===== config.mk =====
export PLATFORM = sky130hd
export DESIGN_NAME = down_counter_3_bit_flat
export DESIGN_NICKNAME = d
export VERILOG_FILES = /design/src/rtl/down_counter_3_bit_if.sv /design/src/rtl/down_counter_3_bit.sv /design/src/flat_wrapper.sv
export SDC_FILE = /design/constraint.sdc
export NUM_CORES = 1
export LEC_CHECK = 0
export ABC_AREA = 1
export CORE_AREA = 5 5 60 57
export CTS_CLUSTER_SIZE = 10
export DETAILED_ROUTE_END_ITERATION = 10
export DIE_AREA = 0 0 65 62
export GPL_TIMING_DRIVEN = 0
export HOLD_SLACK_MARGIN = 0.1
export PLACE_DENSITY_LB_ADDON = 0.3
export SLEW_MARGIN = 40
export SYNTH_ARGS = -nofsm -noshare
export SYNTH_HDL_FRONTEND = slang
export SYNTH_SLANG_ARGS = --single-unit

===== constraint.sdc =====
create_clock -name clk -period 1.2 [get_ports clk]
set_input_delay 0.3 -clock clk [delete_from_list [all_inputs] [get_ports clk]]
set_output_delay 0.3 -clock clk [all_outputs]
set_load 0.02 [all_outputs]

===== src/rtl/down_counter_3_bit_if.sv =====
// Control/status bundle for the loadable down counter.
// master drives load/enable, slave returns count and flags.
interface down_counter_3_bit_if #(
  parameter int WIDTH = 3
);
  logic             load;
  logic [WIDTH-1:0] load_val;
  logic             en;
  logic             reload_en;
  logic [WIDTH-1:0] count;
  logic             zero;
  logic             borrow;
  logic             done;
  logic             busy;

  modport master (
    output load,
    output load_val,
    output en,
    output reload_en,
    input  count,
    input  zero,
    input  borrow,
    input  done,
    input  busy
  );

  modport slave (
    input  load,
    input  load_val,
    input  en,
    input  reload_en,
    output count,
    output zero,
    output borrow,
    output done,
    output busy
  );
endinterface


===== src/rtl/down_counter_3_bit.sv =====
// Loadable down counter with one-shot / auto-reload modes.
// Emits a one-cycle borrow on underflow; done holds in one-shot.
module down_counter_3_bit #(
  parameter int WIDTH = 3
) (
  input  logic                  clk,
  input  logic                  rst,
  down_counter_3_bit_if.slave   bus
);

  typedef enum logic [1:0] {
    IDLE = 2'd0,
    RUN  = 2'd1,
    DONE = 2'd2
  } state_t;

  state_t           state_r;
  state_t           state_nx;
  logic [WIDTH-1:0] count_r;
  logic [WIDTH-1:0] count_nx;
  logic [WIDTH-1:0] reload_r;
  logic [WIDTH-1:0] reload_nx;
  logic             borrow_r;
  logic             borrow_nx;
  logic             done_r;
  logic             done_nx;
  logic             busy_r;
  logic             busy_nx;
  logic             at_zero;

  assign at_zero = (count_r == '0);

  // State and datapath registers; reset aborts any run at once.
  always_ff @(posedge clk or posedge rst) begin
    if (rst) begin
      state_r  <= IDLE;
      count_r  <= '0;
      reload_r <= '0;
      borrow_r <= 1'b0;
      done_r   <= 1'b0;
      busy_r   <= 1'b0;
    end else begin
      state_r  <= state_nx;
      count_r  <= count_nx;
      reload_r <= reload_nx;
      borrow_r <= borrow_nx;
      done_r   <= done_nx;
      busy_r   <= busy_nx;
    end
  end

  // Next state: load beats everything, else decrement or underflow.
  always_comb begin
    state_nx  = state_r;
    count_nx  = count_r;
    reload_nx = reload_r;
    borrow_nx = 1'b0;
    done_nx   = done_r;
    busy_nx   = busy_r;
    if (bus.load) begin
      state_nx  = RUN;
      count_nx  = bus.load_val;
      reload_nx = bus.load_val;
      done_nx   = 1'b0;
      busy_nx   = 1'b1;
    end else begin
      unique case (state_r)
        IDLE: begin
          busy_nx = 1'b0;
        end
        RUN: begin
          busy_nx = 1'b1;
          if (bus.en) begin
            if (!at_zero) begin
              count_nx = count_r - WIDTH'(1);
            end else begin
              borrow_nx = 1'b1;
              if (bus.reload_en) begin
                count_nx = reload_r;
              end else begin
                state_nx = DONE;
                count_nx = '0;
                done_nx  = 1'b1;
                busy_nx  = 1'b0;
              end
            end
          end
        end
        DONE: begin
          count_nx = '0;
          done_nx  = 1'b1;
          busy_nx  = 1'b0;
        end
        default: begin
          state_nx = IDLE;
          count_nx = '0;
          done_nx  = 1'b0;
          busy_nx  = 1'b0;
        end
      endcase
    end
  end

  assign bus.count  = count_r;
  assign bus.zero   = at_zero;
  assign bus.borrow = borrow_r;
  assign bus.done   = done_r;
  assign bus.busy   = busy_r;

endmodule


===== src/flat_wrapper.sv =====
// flat-port wrapper written by rule: the top's interface ports become plain ports
module down_counter_3_bit_flat 
#(
  parameter int WIDTH = 3
)
  (clk, rst, bus_load, bus_load_val, bus_en, bus_reload_en, bus_count, bus_zero, bus_borrow, bus_done, bus_busy);
  down_counter_3_bit_if #(.WIDTH(WIDTH)) bus_i ();
  input  logic clk;
  input  logic rst;
  input wire logic [$bits(bus_i.load)-1:0] bus_load;
  input wire logic [$bits(bus_i.load_val)-1:0] bus_load_val;
  input wire logic [$bits(bus_i.en)-1:0] bus_en;
  input wire logic [$bits(bus_i.reload_en)-1:0] bus_reload_en;
  output wire logic [$bits(bus_i.count)-1:0] bus_count;
  output wire logic [$bits(bus_i.zero)-1:0] bus_zero;
  output wire logic [$bits(bus_i.borrow)-1:0] bus_borrow;
  output wire logic [$bits(bus_i.done)-1:0] bus_done;
  output wire logic [$bits(bus_i.busy)-1:0] bus_busy;
  assign bus_i.load = bus_load;
  assign bus_i.load_val = bus_load_val;
  assign bus_i.en = bus_en;
  assign bus_i.reload_en = bus_reload_en;
  assign bus_count = bus_i.count;
  assign bus_zero = bus_i.zero;
  assign bus_borrow = bus_i.borrow;
  assign bus_done = bus_i.done;
  assign bus_busy = bus_i.busy;
  down_counter_3_bit #(.WIDTH(WIDTH)) u_core (.clk(clk), .rst(rst), .bus(bus_i));
endmodule

==> flow_metrics.py <==
metrics = {
    "pwr": {
        "p_int_uw": 860,
        "p_per_area_nw_per_um2": 1280,
        "p_clk_share_pct": 19.0,
        "totalPowerFinal_mw": 1.37,
        "cellLeakagePower_nw": 0.544,
        "seqPwrFrac_pct": 33.1,
        "pwr-share-comb_pct": 47.9,
        "p_switching_uw": 506,
        "sw_frac_of_total_pct": 37.0,
        "ir_worst_vdd_mv": 0.580,
    },
    "clocking": {
        "cts_tree": "done",
        "root_buffer": "clkbuf_4",
        "h-tree-depth": 1,
        "clockBufferDepth": 2,
        "cts.sinks": 11,
        "clkSlewWorstSetupHoldPaths_ns": 0.07,
        "cts_inserted_buffers": 3,
        "worstSkewPairLatency_ns": 0.27,
    },
    "routing": {
        "post_drt_wl_per_cell_um": 11.7,
        "via_per_inst": 4.40,
        "num_vias": 664,
        "drt-pass1-iter-count": 2,
        "finalWirelength_mm": 1.76,
        "drtIter0Drc": 4,
        "ant_nets": 0,
        "route.detailed.drc": 0,
    },
    "logic_synthesis": {
        "ys.flop_type": "dfrtp_1",
        "async_flop_share_pct": 100,
        "synth-xor-area-share_pct": 0,
        "yosysWarnings": 0,
        "synth_area_per_cell_sq_um": 7.24,
        "ys_types": 15,
        "yosys_register_bits": 11,
        "yosysSeqAreaShare_pct": 42.7,
        "synth-edff-count": 0,
        "synth.mux.area_fraction_pct": 0,
        "synthSimpleGateAreaFrac_pct": 31.5,
        "synth_fa_ha_area_share_pct": 7.77,
        "synth_top_family_by_area": "simple AND/OR/NAND/NOR gates",
        "synth_compound_area_share_pct": 8.16,
        "syn_inst": 89,
        "synth_area_sq_um": 644,
        "synthesis.nets": 101,
    },
    "run_status": {
        "status": "finished with violations",
        "violations": "setup timing",
    },
    "cells_and_area": {
        "fillCellCount": 288,
        "drive_above_1_share_pct": 47.9,
        "antennaDiodeCount": 0,
        "seq_area_sq_um": 279,
        "design_area_sq_um": 1070,
        "multi_input_area_sq_um": 418,
        "nNetsFinal": 134,
        "area_delta_synth_final_pct": 66.0,
    },
    "flow_run": {
        "drv_cap": 0,
    },
    "timing": {
        "final.min_clock_period_ns": 1.43,
        "fin_setup_tns_ns": -0.806,
        "final.setup.worst_slack_ns": -0.230,
        "finalSetupViolCount": 9,
        "slew_headroom_pct": 69.9,
        "finClkSkew_ns": 0.000495,
        "period_share_pct": 119,
        "timing.fmax_mhz": 699,
        "grt_setup_unrepaired": "yes",
        "final_max_slew_viol_count": 0,
        "hold_viol_final": 0,
        "tightest_slew_ns": 0.451,
    },
    "worst_setup_path": {
        "startpoint_type": "flop",
        "critical_path_required_ns": 0.90,
        "crit_type": "flop to output pin",
        "reg2reg_slack_ns": -0.13,
        "setup.worst_path.start": "u_core.bus.count[1]",
        "critPathMaxFanout": 2,
        "end_kind": "output pin",
        "critical_path_arrival_ns": 1.13,
        "ff2ff_path_depth": 9,
        "reg2reg_to": "u_core.bus.done",
        "r2r-start": "u_core.bus.count[1]",
    },
    "placed_design": {
        "place_area_sq_um": 848,
        "place_hpwl_mm": 1.12,
        "port_buffers": 14,
        "place_congestion": 0.733,
    },
    "global_route": {
        "antenna_found_initial": 0,
        "grt_usage_pct": 9.30,
        "grt_pass1_wl_mm": 2.77,
        "grt_max_degree": 12,
        "grt_pass1_vias": 654,
        "overflow": 0,
    },
    "die": {
        "ios": 15,
        "die-area_sq_um": 4030,
        "row_count": 18,
        "die_w_um": 65,
        "fp.dieH_um": 62,
        "start_util_pct": 24.0,
        "core_sq_um": 2680,
    },
    "worst_hold_path": {
        "holdCritPathClass": "primary input to async pin",
    },
}
==> Yosys cell counts (2+ instances only) <==
| cell type | number | area, sq um |
|---|---|---|
| a21oi_1 | 6 | 30.0 |
| dfrtp_1 | 11 | 275 |
| ha_1 | 4 | 50.1 |
| inv_1 | 16 | 60.1 |
| nand2_1 | 33 | 124 |
| nand2_2 | 2 | 12.5 |
| nand3_1 | 2 | 10.0 |
| nor2_1 | 7 | 26.3 |
| o21ai_0 | 2 | 10.0 |
==> logic make-up (layout without fill, tap and decap cells) <==
| logic type | count (synthesis) | after routing |
|---|---|---|
| DFF | 11 | 11 |
| adders and majority gates | 4 | 4 |
| AOI/OAI and AO/OA | 10 | 10 |
| and+or+nand+nor | 47 | 47 |
| buffers and inverters | 17 | 49 |
==> stage by stage <==
| stage | utilization (%) | setup WS (ns) | hold WS, ns | std cells |
|---|---|---|---|---|
| global route | 39.9 | -0.296 | 0.387 | 151 |
| detailed placement | 31.7 | -0.511 | 0.463 | 133 |
| global placement | 31.7 | -0.502 | 0.459 | 133 |
| CTS | 36.4 | -0.240 | 0.340 | 146 |
| finish | 39.9 | -0.230 | 0.332 | 151 |
| floorplan | - | 0.00205 | 0.152 | 89 |
==> worst max path at each step <==
stage               slack [ns]                  end
CTS                      -0.24             bus_zero
detailed placement       -0.51             bus_zero
finish                   -0.23             bus_zero
global placement         -0.50             bus_zero
global route             -0.30             bus_zero
floorplan                0.002  u_core.bus.count[1]
==> critical path, cell delays in order (launching register included) <==
cell and delay, ns:
dfrtp_2 0.41, inv_2 0.07, ha_4 0.13, inv_2 0.04
nor2_4 0.08, buf_6 0.12
==> power groups by stage <==
| stage | Clock [mW] | Sequential [mW] | Combinational, mW |
|---|---|---|---|
| 6_report | 0.259 | 0.453 | 0.654 |
| 5_1_grt | 0.289 | 0.459 | 0.716 |
| 4_1_cts | 0.265 | 0.454 | 0.532 |
| 3_5_place_dp | 0 | 0.470 | 0.416 |
| 3_3_place_gp | 0 | 0.468 | 0.412 |
| 2_1_floorplan | 0 | 0.502 | 0.224 |
==> layer usage <==
layer / global-route usage [%] / part of all wire, %
met1: 9.92 / 42
met2: 16.3 / 50
met3: 3.78 / 6.1
met4: 4.52 / 1.5
met5: 0 / 0
==> flip-flops by register name, summed over array words and instances, names as in the netlist <==
name / flops
u_core.state_r: 2
u_core.bus.count: 3
u_core.bus.busy: 1
u_core.bus.borrow: 1
u_core.reload_r: 3
u_core.bus.done: 1
==> area by class of cell <==
| class | instances | share of cell area, % |
|---|---|---|
| Clock buffer | 4 | 2.46 |
| Multi-Input combinational cell | 61 | 39.1 |
| Tap cell | 30 | 3.51 |
| Inverter | 17 | 6.20 |
| Timing Repair Buffer | 28 | 22.7 |
| Sequential cell | 11 | 26.1 |
==> cell usage in the layout, fill, tap and decap left out <==
cell type	instances
dlygate4sd2_1	1
nand2_2	7
dfrtp_1	8
nand2_8	1
inv_2	6
ha_1	1
o21ai_4	1
clkbuf_4	3
clkbuf_1	1
nand3_1	1
buf_4	10
o21ai_2	2
dfrtp_2	3
ha_4	2
clkdlybuf4s50_1	6
a21oi_2	2
nand2_1	27
a22oi_2	1
inv_1	10
inv_4	1
nand3b_1	1
nor2_2	2
buf_2	4
nor2_1	3
buf_6	7
nor2_4	3
nand2_4	1
ha_2	1
nand3_2	1
a21oi_1	4
==> timing repair <==
item,CTS,global route
resized for setup,44,25
endpoints found under the setup margin,13,14
gates cloned,0,0
hold buffers,0,0
buffers inserted,9,6
pin swaps,5,13
(Power assumes the default switching activity.)
==> edit (same flow settings) <==
`WIDTH` is set to 3 in 3 places; all go to 2.
--- a/src/rtl/down_counter_3_bit_if.sv
+++ b/src/rtl/down_counter_3_bit_if.sv
@@ -1,7 +1,7 @@
 // Control/status bundle for the loadable down counter.
 // master drives load/enable, slave returns count and flags.
 interface down_counter_3_bit_if #(
-  parameter int WIDTH = 3
+  parameter int WIDTH = 2
 );
   logic             load;
   logic [WIDTH-1:0] load_val;
--- a/src/rtl/down_counter_3_bit.sv
+++ b/src/rtl/down_counter_3_bit.sv
@@ -1,7 +1,7 @@
 // Loadable down counter with one-shot / auto-reload modes.
 // Emits a one-cycle borrow on underflow; done holds in one-shot.
 module down_counter_3_bit #(
-  parameter int WIDTH = 3
+  parameter int WIDTH = 2
 ) (
   input  logic                  clk,
   input  logic                  rst,
--- a/src/flat_wrapper.sv
+++ b/src/flat_wrapper.sv
@@ -1,7 +1,7 @@
 // flat-port wrapper written by rule: the top's interface ports become plain ports
 module down_counter_3_bit_flat 
 #(
-  parameter int WIDTH = 3
+  parameter int WIDTH = 2
 )
   (clk, rst, bus_load, bus_load_val, bus_en, bus_reload_en, bus_count, bus_zero, bus_borrow, bus_done, bus_busy);
   down_counter_3_bit_if #(.WIDTH(WIDTH)) bus_i ();
Interface: changed (resized bus_count and bus_load_val); port bits go from 15 to 13. The function was not compared with the original's and may differ.
==> edit against the original RTL <==
  * Cell area decreased by 18%
  * Maximum frequency is 13% higher
  * Worst setup slack improved by 0.17 ns
  * The flow still finishes with violations (negative setup slack)
  * Clock power is 4% lower
  * Wire length fell by 19%
  * Sequential power increased by 2%
  * Power increased by 23%
  * Synthesized area decreased by 12%
  * Sequential cell count decreased by 2
  * Die area unchanged
  * Critical path depth is 3 lower
  * First-iteration DRC count increased to 3.0 times the old value
  * Critical endpoint unchanged
  * Highest routed layer unchanged
==> edit: results (changes against the original RTL) <==
| Metric | Value |
|---|---|
| Post-synth top cells | `23 x nand2_1, 10 x inv_1, 9 x dfrtp_1 (was 33 x nand2_1, 16 x inv_1, 11 x dfrtp_1)` |
| Routed len/inst | `11.5 µm (was 11.7 µm)` |
| Final Skew | `0.00685 ns (was 0.000495 ns)` |
| Setup_tns | `-0.0993 ns (was -0.806 ns)` |
| Reg-to-reg critical path startpoint | `u_core.state_r[1] (was u_core.bus.count[1])` |
| CP max FO | `3 (was 2)` |
| Via/cell ratio | `4.31 (was 4.40)` |
| Crit-path max cell delay | `0.43 ns (was 0.41 ns)` |
| Synth Net Count | `84 (was 101)` |
| Worst reg-to-reg setup slack | `-0.01 ns (was -0.13 ns)` |
| Port bufs | `11 (was 14)` |
| # nets final | `106 (was 134)` |
| Switching Fraction | `0.424 (was 0.370)` |
| Max VDD drop | `693 µV (was 580 µV)` |
| CP startpoint | `u_core.bus.count[0] (was u_core.bus.count[1])` |
| Vias in the first global route | `464 (was 654)` |
| All-Layer GR Usage | `0.0723 (was 0.0930)` |
| Failing checks | `negative setup slack (unchanged)` |
| First-pass GRT wire length | `2.10 mm (was 2.77 mm)` |
| Count of unique library cells instantiated by Yosys | `18 (was 15)` |
| PnR worst setup slack | `-0.0653 ns (was -0.230 ns)` |
| # fillers | `279 (was 288)` |
| DRT iter0 DRCs | `12 (was 4)` |
| Worst EP arrival | `0.97 ns (was 1.13 ns)` |
| Share of cells above drive strength 1 | `0.457 (was 0.479)` |
| Worst R2R End | `u_core.bus.count[0] (was u_core.bus.done)` |
| Sequential fraction of the synthesis area | `0.396 (was 0.427)` |
| Endpoints failing setup | `5 (was 9)` |
| Outcome | `finished with violations (unchanged)` |
## edit: changes by cell type after synthesis, sizes merged, moves of 3 or more
cell,unedited run,this run
a21oi,6,2
inv,17,12
nand2,36,24
nand3,2,5
## edit: per-stage QoR
step	setup slack (ns)	total power (µW)	cells	utilization
after floorplan	0.000387	901	73	-
after global placement	-0.276	1130	114	0.269
after detailed placement	-0.282	1140	114	0.269
after CTS	-0.0707	1480	120	0.295
after global routing	-0.100	1790	124	0.327
final	-0.0653	1680	124	0.327
## edit: power groups by stage
stage,Sequential (µW),Combinational (µW),Clock [µW]
global route,472,1050,270
detailed placement,462,675,0
floorplan,516,385,0
finish,463,967,248
global placement,459,666,0
CTS,459,761,255
## edit: what timing repair did
item | CTS | global route
hold buffers | 0 | 0
setup endpoints to repair | 11 | 7
setup buffers | 2 | 4
pin swaps | 0 | 10
resized for setup | 37 | 15
## edit: kinds of logic after synthesis
| group | after synthesis | share of synthesized area |
|---|---|---|
| AOI/OAI and AO/OA | 5 | 0.0505 |
| adders and majority gates | 4 | 0.0879 |
| buffers and inverters | 13 | 0.108 |
| DFF | 9 | 0.396 |
| and+or+nand+nor | 42 | 0.358 |
## edit: critical path, delay by kind of cell (launching register included)
family | cells | cell delay [ns]
buffers and inverters | 1 | 0.13
flip-flops | 1 | 0.43
AND/OR/NAND/NOR | 1 | 0.13
## edit: how the worst min path moves through the flow
stage / start / to / slack, ns
global route: bus_load / u_core.bus.borrow / 0.29
finish: rst / u_core.state_r[1] / 0.29
global placement: u_core.bus.done / u_core.bus.done / 0.46
detailed placement: u_core.bus.done / u_core.bus.done / 0.47
floorplan: rst / u_core.bus.borrow / 0.13
CTS: bus_load / u_core.bus.borrow / 0.28
## edit: area by class of cell
class	instances	area, µm²	area share
sequential	9	229	0.261
inverter	12	55.1	0.0629
clock buffer	4	26.3	0.0300
timing repair buffer	17	148	0.169
buffer	1	11.3	0.0129
tap	30	37.5	0.0429
multi-input combinational	51	369	0.421
## edit: per-layer routing
layer,track usage,share of wire,vias up
met1,0.0861,0.44,254
met4,0.0361,0.020,0
met3,0.0288,0.045,2
met2,0.115,0.49,13
li1,-,-,266
met5,0,0,-
